<file path="src/rtl/instr_encode_loader.sv">
// Sequential instruction encoder and program loader: packs (ID, rs, rt, rd) into
// the machine word the decoder expects and writes it to instruction memory.
module instr_encode_loader #(
    parameter int ADDR_W = 8,
    parameter int DEPTH  = 256
) (
    input  logic              clk,
    input  logic              reset,
    input  logic              start,
    input  logic [ADDR_W-1:0] base_addr,
    input  logic              in_valid,
    output logic              in_ready,
    input  logic [31:0]       in_id,
    input  logic [31:0]       in_rs,
    input  logic [31:0]       in_rt,
    input  logic [31:0]       in_rd,
    input  logic              in_last,
    output logic              mem_we,
    output logic [ADDR_W-1:0] mem_addr,
    output logic [31:0]       mem_wdata,
    output logic [ADDR_W:0]   word_count,
    output logic              busy,
    output logic              done,
    output logic              err,
    output logic [1:0]        err_code
);

    typedef enum logic [1:0] {IDLE, ENC, WR} state_t;

    localparam logic [ADDR_W:0] FULL_COUNT = (ADDR_W+1)'(DEPTH);

    state_t            state_q, state_d;
    logic [ADDR_W-1:0] ptr_q;
    logic [31:0]       id_q, rs_q, rt_q, rd_q;
    logic              last_q;
    logic [31:0]       word_q;

    logic [4:0]        id5, rs5, rt5, rd5;
    logic [15:0]       imm16;
    logic [5:0]        op_m4, op_m5, func_m1, func_m11;
    logic              r_ok, i_ok, j_ok, range_ok;
    logic [31:0]       enc_word;
    logic [1:0]        enc_err;

    function automatic logic fits_u5(input logic [31:0] v);
        return v[31:5] == '0;
    endfunction

    function automatic logic fits_s16(input logic [31:0] v);
        return (v[31:15] == '0) || (v[31:15] == '1);
    endfunction

    function automatic logic fits_u26(input logic [31:0] v);
        return v[31:26] == '0;
    endfunction

    assign id5      = id_q[4:0];
    assign rs5      = rs_q[4:0];
    assign rt5      = rt_q[4:0];
    assign rd5      = rd_q[4:0];
    assign imm16    = rt_q[15:0];
    assign op_m4    = {1'b0, id5} - 6'd4;
    assign op_m5    = {1'b0, id5} - 6'd5;
    assign func_m1  = {1'b0, id5} - 6'd1;
    assign func_m11 = {1'b0, id5} - 6'd11;

    // Register-only layouts (R and shift) all need three 5-bit fields.
    assign r_ok = fits_u5(rs_q) && fits_u5(rt_q) && fits_u5(rd_q);
    assign i_ok = fits_u5(rs_q) && fits_u5(rd_q) && fits_s16(rt_q);
    assign j_ok = fits_u26(rs_q);

    always_comb begin
        enc_word = '0;
        range_ok = 1'b1;
        enc_err  = 2'd0;
        case (id5)
            5'd1, 5'd2, 5'd3, 5'd4: begin
                enc_word = {6'd0, rs5, rt5, rd5, 5'd0, func_m1};
                range_ok = r_ok;
            end
            5'd7, 5'd8: begin
                enc_word = {op_m4, rs5, rt5, rd5, 11'd0};
                range_ok = r_ok;
            end
            5'd5, 5'd6, 5'd9, 5'd10: begin
                enc_word = {op_m4, rs5, rd5, imm16};
                range_ok = i_ok;
            end
            5'd11, 5'd12: begin
                enc_word = {6'd7, 5'd0, rs5, rd5, rt5, func_m11};
                range_ok = r_ok;
            end
            5'd13, 5'd14, 5'd15, 5'd16, 5'd17, 5'd18, 5'd19, 5'd20, 5'd25: begin
                enc_word = {op_m5, rs5, rd5, imm16};
                range_ok = i_ok;
            end
            5'd21, 5'd22, 5'd23: begin
                enc_word = {op_m5, rs_q[25:0]};
                range_ok = j_ok;
            end
            5'd24, 5'd26: begin
                enc_word = {op_m5, rs5, rt5, rd5, 11'd0};
                range_ok = r_ok;
            end
            default: begin
                enc_word = '0;
                range_ok = 1'b1;
            end
        endcase
        if (id_q > 32'd26) begin
            enc_err = 2'd1;
        end else if (!range_ok) begin
            enc_err = 2'd2;
        end else if (word_count == FULL_COUNT) begin
            enc_err = 2'd3;
        end
    end

    always_comb begin
        state_d = state_q;
        case (state_q)
            IDLE: if (!start && in_valid) state_d = ENC;
            ENC:  state_d = (enc_err != 2'd0) ? IDLE : WR;
            WR:   state_d = IDLE;
            default: state_d = IDLE;
        endcase
    end

    always_ff @(posedge clk) begin
        if (reset) begin
            state_q    <= IDLE;
            ptr_q      <= '0;
            word_count <= '0;
            err        <= 1'b0;
            err_code   <= 2'd0;
            done       <= 1'b0;
            word_q     <= '0;
            id_q       <= '0;
            rs_q       <= '0;
            rt_q       <= '0;
            rd_q       <= '0;
            last_q     <= 1'b0;
        end else begin
            state_q <= state_d;
            done    <= (state_q == WR) && last_q;
            case (state_q)
                IDLE: begin
                    if (start) begin
                        ptr_q      <= base_addr;
                        word_count <= '0;
                        err        <= 1'b0;
                        err_code   <= 2'd0;
                    end else if (in_valid) begin
                        id_q   <= in_id;
                        rs_q   <= in_rs;
                        rt_q   <= in_rt;
                        rd_q   <= in_rd;
                        last_q <= in_last;
                    end
                end
                ENC: begin
                    if (enc_err != 2'd0) begin
                        err      <= 1'b1;
                        err_code <= enc_err;
                    end else begin
                        word_q <= enc_word;
                    end
                end
                WR: begin
                    ptr_q      <= ptr_q + 1'b1;
                    word_count <= word_count + 1'b1;
                end
                default: ;
            endcase
        end
    end

    // Reset gates the strobe so an aborted WR cycle never reaches memory.
    assign mem_we    = (state_q == WR) && !reset;
    assign mem_addr  = ptr_q;
    assign mem_wdata = word_q;
    assign in_ready  = (state_q == IDLE) && !start;
    assign busy      = (state_q == ENC) || (state_q == WR);

endmodule

</file>
<file path="config.mk">
export PLATFORM = sky130hd
export DESIGN_NAME = instr_encode_loader
export DESIGN_NICKNAME = d
export VERILOG_FILES = /design/src/rtl/instr_encode_loader.sv
export SDC_FILE = /design/constraint.sdc
export NUM_CORES = 1
export LEC_CHECK = 0
export CORE_ASPECT_RATIO = 1.2
export CORE_MARGIN = 4
export CORE_UTILIZATION = 55
export DETAILED_ROUTE_END_ITERATION = 6
export DONT_BUFFER_PORTS = 1
export PLACE_DENSITY = 0.69
export SLEW_MARGIN = 25
export SYNTH_ARGS = -nofsm -noshare
export SYNTH_HDL_FRONTEND = slang
export SYNTH_SLANG_ARGS = --single-unit
</file>
<file path="constraint.sdc">
create_clock -name clk -period 8 [get_ports clk]
set_input_delay 1.6 -clock clk [delete_from_list [all_inputs] [get_ports clk]]
set_output_delay 1.6 -clock clk [all_outputs]
set_load 0.05 [all_outputs]
</file>
Yosys cells after proc, flatten, opt, wreduce, memory -nomap -nowiden
Index checks and enable logic that the tools add are counted.

Bits in registers: 184. Logic and storage cells: 106. Input port bits: 141.

Reductions and logical operators: 34. Order comparisons: 1. Add/sub/neg operators: 6. Eq/ne operators: 33. Mux-type cells: 18. Bitwise gates (word level): 2.

Operators by type and width (number): $pmux W32 S7 (1); $logic_not A27 Y1 (3); $eq A5 B5 Y1 const B (11); $eq A5 B4 Y1 const B (8); $gt A32 B5 Y1 const B (1); $eq A5 B3 Y1 const B (4); $pmux W9 S2 (1); $eq A17 B17 Y1 const B (1); $logic_not A17 Y1 (1); $pmux W8 S2 (1); $mux W2 (7); $reduce_or A13 Y1 (1); $sub A5 B3 Y6 const B (2); $eq A5 B2 Y1 const B (2); $reduce_or A10 Y1 (1); $add A9 B1 Y9 const B (1); $eq A9 B9 Y1 const B (1); $mux W9 (1); $reduce_or A9 Y1 (1); $add A8 B1 Y8 const B (1); $logic_and A1 B1 Y1 (8); $mux W8 (1); $pmux W2 S2 (2); $reduce_or A4 Y1 (2); other kinds (19) (31).

Depth between registers and ports, before layout
Depth after elaboration: 9. Gate-level depth with buffers: 11.

Least setup slack after synthesis
Ideal clock, no wire load.

Path kind: input to output. Start point: in reset. End point: out mem_we. Arrival: 2491 ps. Data required time: 6400 ps. Cell stages on the path: 2. Slack: 3909 ps. Cells stage by stage: clkbuf_1 nor2b_1.

Longest elaborated chain between the ends: 2.

RTL lines: start, declared (line 8) `input logic reset,`; $logic_not A1 Y1 (line 179) `assign mem_we = (state_q == WR) && !reset;`; $logic_and A1 B1 Y1 (line 179); end, declared (line 18) `output logic mem_we,`.

No other way between the ends.

Final worst setup path
Same ends and word-level chain as after synthesis.

==> results.md <==
- Outcome: finished clean
- Hold path depth: 2
- Unrepaired setup endpoints after global routing: false
- Final setup viols: 0
- Final WS setup: 3.85 ns
- TNS Setup: 0 ns
- Drt first pass iters: 6
- Number of enable flip-flop cells after synthesis: 0
- Initial Util: 56.8%
- Initial DRC count: 504
- CTS max path bufs: 2
- Synthesized area: 8260 um2
- Worst endpoint data arrival time: 2.55 ns
- GRT overflow: 0
- Tightest Hold Check Type: flip-flop to flip-flop
- Tmin final: 4.15 ns
- Remaining DRCs: 0
- Mux contribution to synthesized area: 5.04%
- Post-synthesis xor/xnor area fraction: 0.954%
- Die width: 120 um
- Pin count of the biggest net entering global routing: 213
- Yosys cell types: 60
- Depth of the most critical reg-to-reg path: 9
- Post-synthesis cell count: 1035
- Ys Warns: 0
- Seq/Total Area, Yosys: 44.6%
- Final Hold Viols: 0
- CTS buffer count: 17
- Largest family of logic cells by synthesized area: simple AND/OR/NAND/NOR gates
- Async SR Flop Fraction: 0%
- Worst Path Buf+Inv: 0
- Crit end category: output pin
- Critical Path Start Type: primary input
- CTS tree: yes
- CP cell instances: nor2b_1
- Footprint of the multi-input gates: 4240 um2
- Hold Path Sink: id_q[16]
- WP data required: 6.40 ns
- Full die area: 17000 um2
- Via count: 6947
- Place WS: 3.87 ns
- Layout cells sized above 1: 7.49%
- CP Class: primary input to output pin
- Core Region: 14500 um2
- FF/Latch Area: 3680 um2
- Worst skew pair latency: 0.43 ns
- Hold path startpoint: id_q[16]
- Pwr/cell area: 229 nW/um2
- Synth area leaders: dfxtp_1 45%, nand2_1 13%, a21oi_1 9.7%
- Total stage count of the critical path: 1
- Final Skew: 0.00961 ns
- Root buffer cell: clkbuf_16
- Peak Freq: 0.241 GHz
- Synth Area in Adders: 2.42%
- P_leak: 3.18 nW
- Post-synthesis compound-gate area fraction: 18.1%
- Port buffer count: 0
- Worst path top cell family by delay: simple AND/OR/NAND/NOR gates
- Vias per cell: 5.78
- Clock H-tree levels: 4
- Fillers: 1358
- Hold buffer count at CTS: 0
- # clock sinks: 184
- Initial antenna violation count: 1
- Chip height: 142 um
- Final Cell Area: 8880 um2
- #FFs+latches synth: 184
- Antenna-violating nets left: 0
- Mean area per synthesized cell: 7.98 um2
- Final Cycle Share: 51.9%
- Fin util: 61.1%
- Area grow syn2layout: 7.57%
- Max Fanout on Critical Path: 212
- Tot GR Track Use: 24.2%
- Number of core rows: 48
- Worst hold slack: 0.455 ns
- Final HPWL from detailed placement: 14700 um
- Ys flop type: dfxtp_1
- RR Startpoint: id_q[0]
- IR drop worst, VDD: 0.178 mV
- Antenna diodes: 0
- R2R Setup Slk: 4.16 ns
- Slew HR: 31.6%
- # IOs: 197
- Slew Viols, Final: 0
- Synth Area in Simple Gates: 24.7%
- Crit Reg-Reg Endpoint: mem_wdata[16]
- Worst-Margin Slew: 1.02 ns
- Total of max-cap violations: 0
- Area after DPL: 8280 um2
- Routed WL per cell: 17.4 um
- Top cell type's share of synthesized area: 44.6%
- RD Place Congestion: 0.899
- First-pass GRT wire length: 32900 um
- Post-synth top area cell: dfxtp_1
- Layout Nets: 1147
- CP max-delay cell: nor2b_1
- Clk slew on worst S/H paths: 0.07 ns
- Post_cts resized: 0
- Routed WL: 20900 um
- Synth Net Count: 1192
- Setup Fix Bufs, Post-CTS: 0
- Vias in the first global route: 6333
- Maximum cell stage delay along the critical path: 0.83 ns
[cells in the mapped netlist (8+ instances only)]
cell and n:
mux2_2 25, nor4_1 28, nand4_1 9, nor2b_1 35, mux2i_1 9, nand2_1 291, nor2_1 45, inv_1 17
o21ai_0 14, a21oi_1 160, ha_1 16, a222oi_1 17, a21o_1 8, clkbuf_1 64, nand2b_1 9, dfxtp_1 184
[kinds of logic (layout without fill, tap and decap cells)]
group | count (synthesis) | count (layout)
compound gates | 245 | 245
xor+xnor | 9 | 9
fa+ha+maj | 16 | 16
buf+inv | 87 | 54
flops | 184 | 184
mux | 37 | 37
simple gates | 457 | 457
[worst max-delay path by stage]
| stage | start | to |
|---|---|---|
| global placement | start | id_q[27] |
| finish | reset | mem_we |
| CTS | state_q[0] | mem_we |
| global route | state_q[0] | mem_we |
| floorplan | reset | mem_we |
| detailed placement | start | id_q[7] |
[per-stage QoR]
step / power, W / std cells
floorplan: 0.00116 / 1035
global placement: 0.00119 / 1171
detailed placement: 0.00119 / 1171
CTS: 0.00205 / 1202
global route: 0.00212 / 1202
finish: 0.00204 / 1202
[area by class of cell]
cell class / instances / area share [%]
flip-flops and latches: 184 / 41.5
repair buffers: 5 / 0.422
inverters: 18 / 0.760
clock buffers: 19 / 4.99
multi-input cells: 764 / 47.7
well taps: 200 / 2.82
clock inverters: 12 / 1.84
[where the power goes]
| group | internal, W | switching (W) |
|---|---|---|
| Sequential | 0.000952 | 0.0000460 |
| Combinational | 0.0000644 | 0.000108 |
| Clock | 0.000504 | 0.000364 |
| Total | 0.00152 | 0.000519 |
[placed cells by master (no fill, tap or decap), types with 5 or more instances in the layout]
| master | Yosys | routed |
|---|---|---|
| nand2_1 | 291 | 290 |
| dfxtp_1 | 184 | 184 |
| a21oi_1 | 160 | 160 |
| nor2_1 | 45 | 44 |
| nor2b_1 | 35 | 35 |
| nor4_1 | 28 | 28 |
| mux2_2 | 25 | 25 |
| inv_1 | 17 | 17 |
| a222oi_1 | 17 | 17 |
| clkbuf_16 | 0 | 17 |
| ha_1 | 16 | 16 |
| o21ai_0 | 14 | 14 |
| nand2b_1 | 9 | 9 |
| nand4_1 | 9 | 9 |
| mux2i_1 | 9 | 9 |
| a21o_1 | 8 | 8 |
| nand3_1 | 7 | 7 |
| a22oi_1 | 7 | 7 |
| nor3_1 | 7 | 7 |
| xor2_1 | 5 | 5 |
| o22ai_1 | 5 | 5 |
| buf_4 | 0 | 5 |
[layer usage]
layer | wire, um | GRT usage [%]
met1 | 9170 | 32.4
met2 | 9540 | 36.8
met3 | 1630 | 7.12
met4 | 588 | 9.77
met5 | 20 | 0
[state kept, by name, indices dropped and copies added, names as in the netlist]
name	flops
last_q	1
err	1
rs_q	32
mem_wdata	32
rd_q	32
done	1
mem_addr	8
rt_q	32
state_q	2
id_q	32
word_count	9
err_code	2
(Power assumes the default switching activity.)
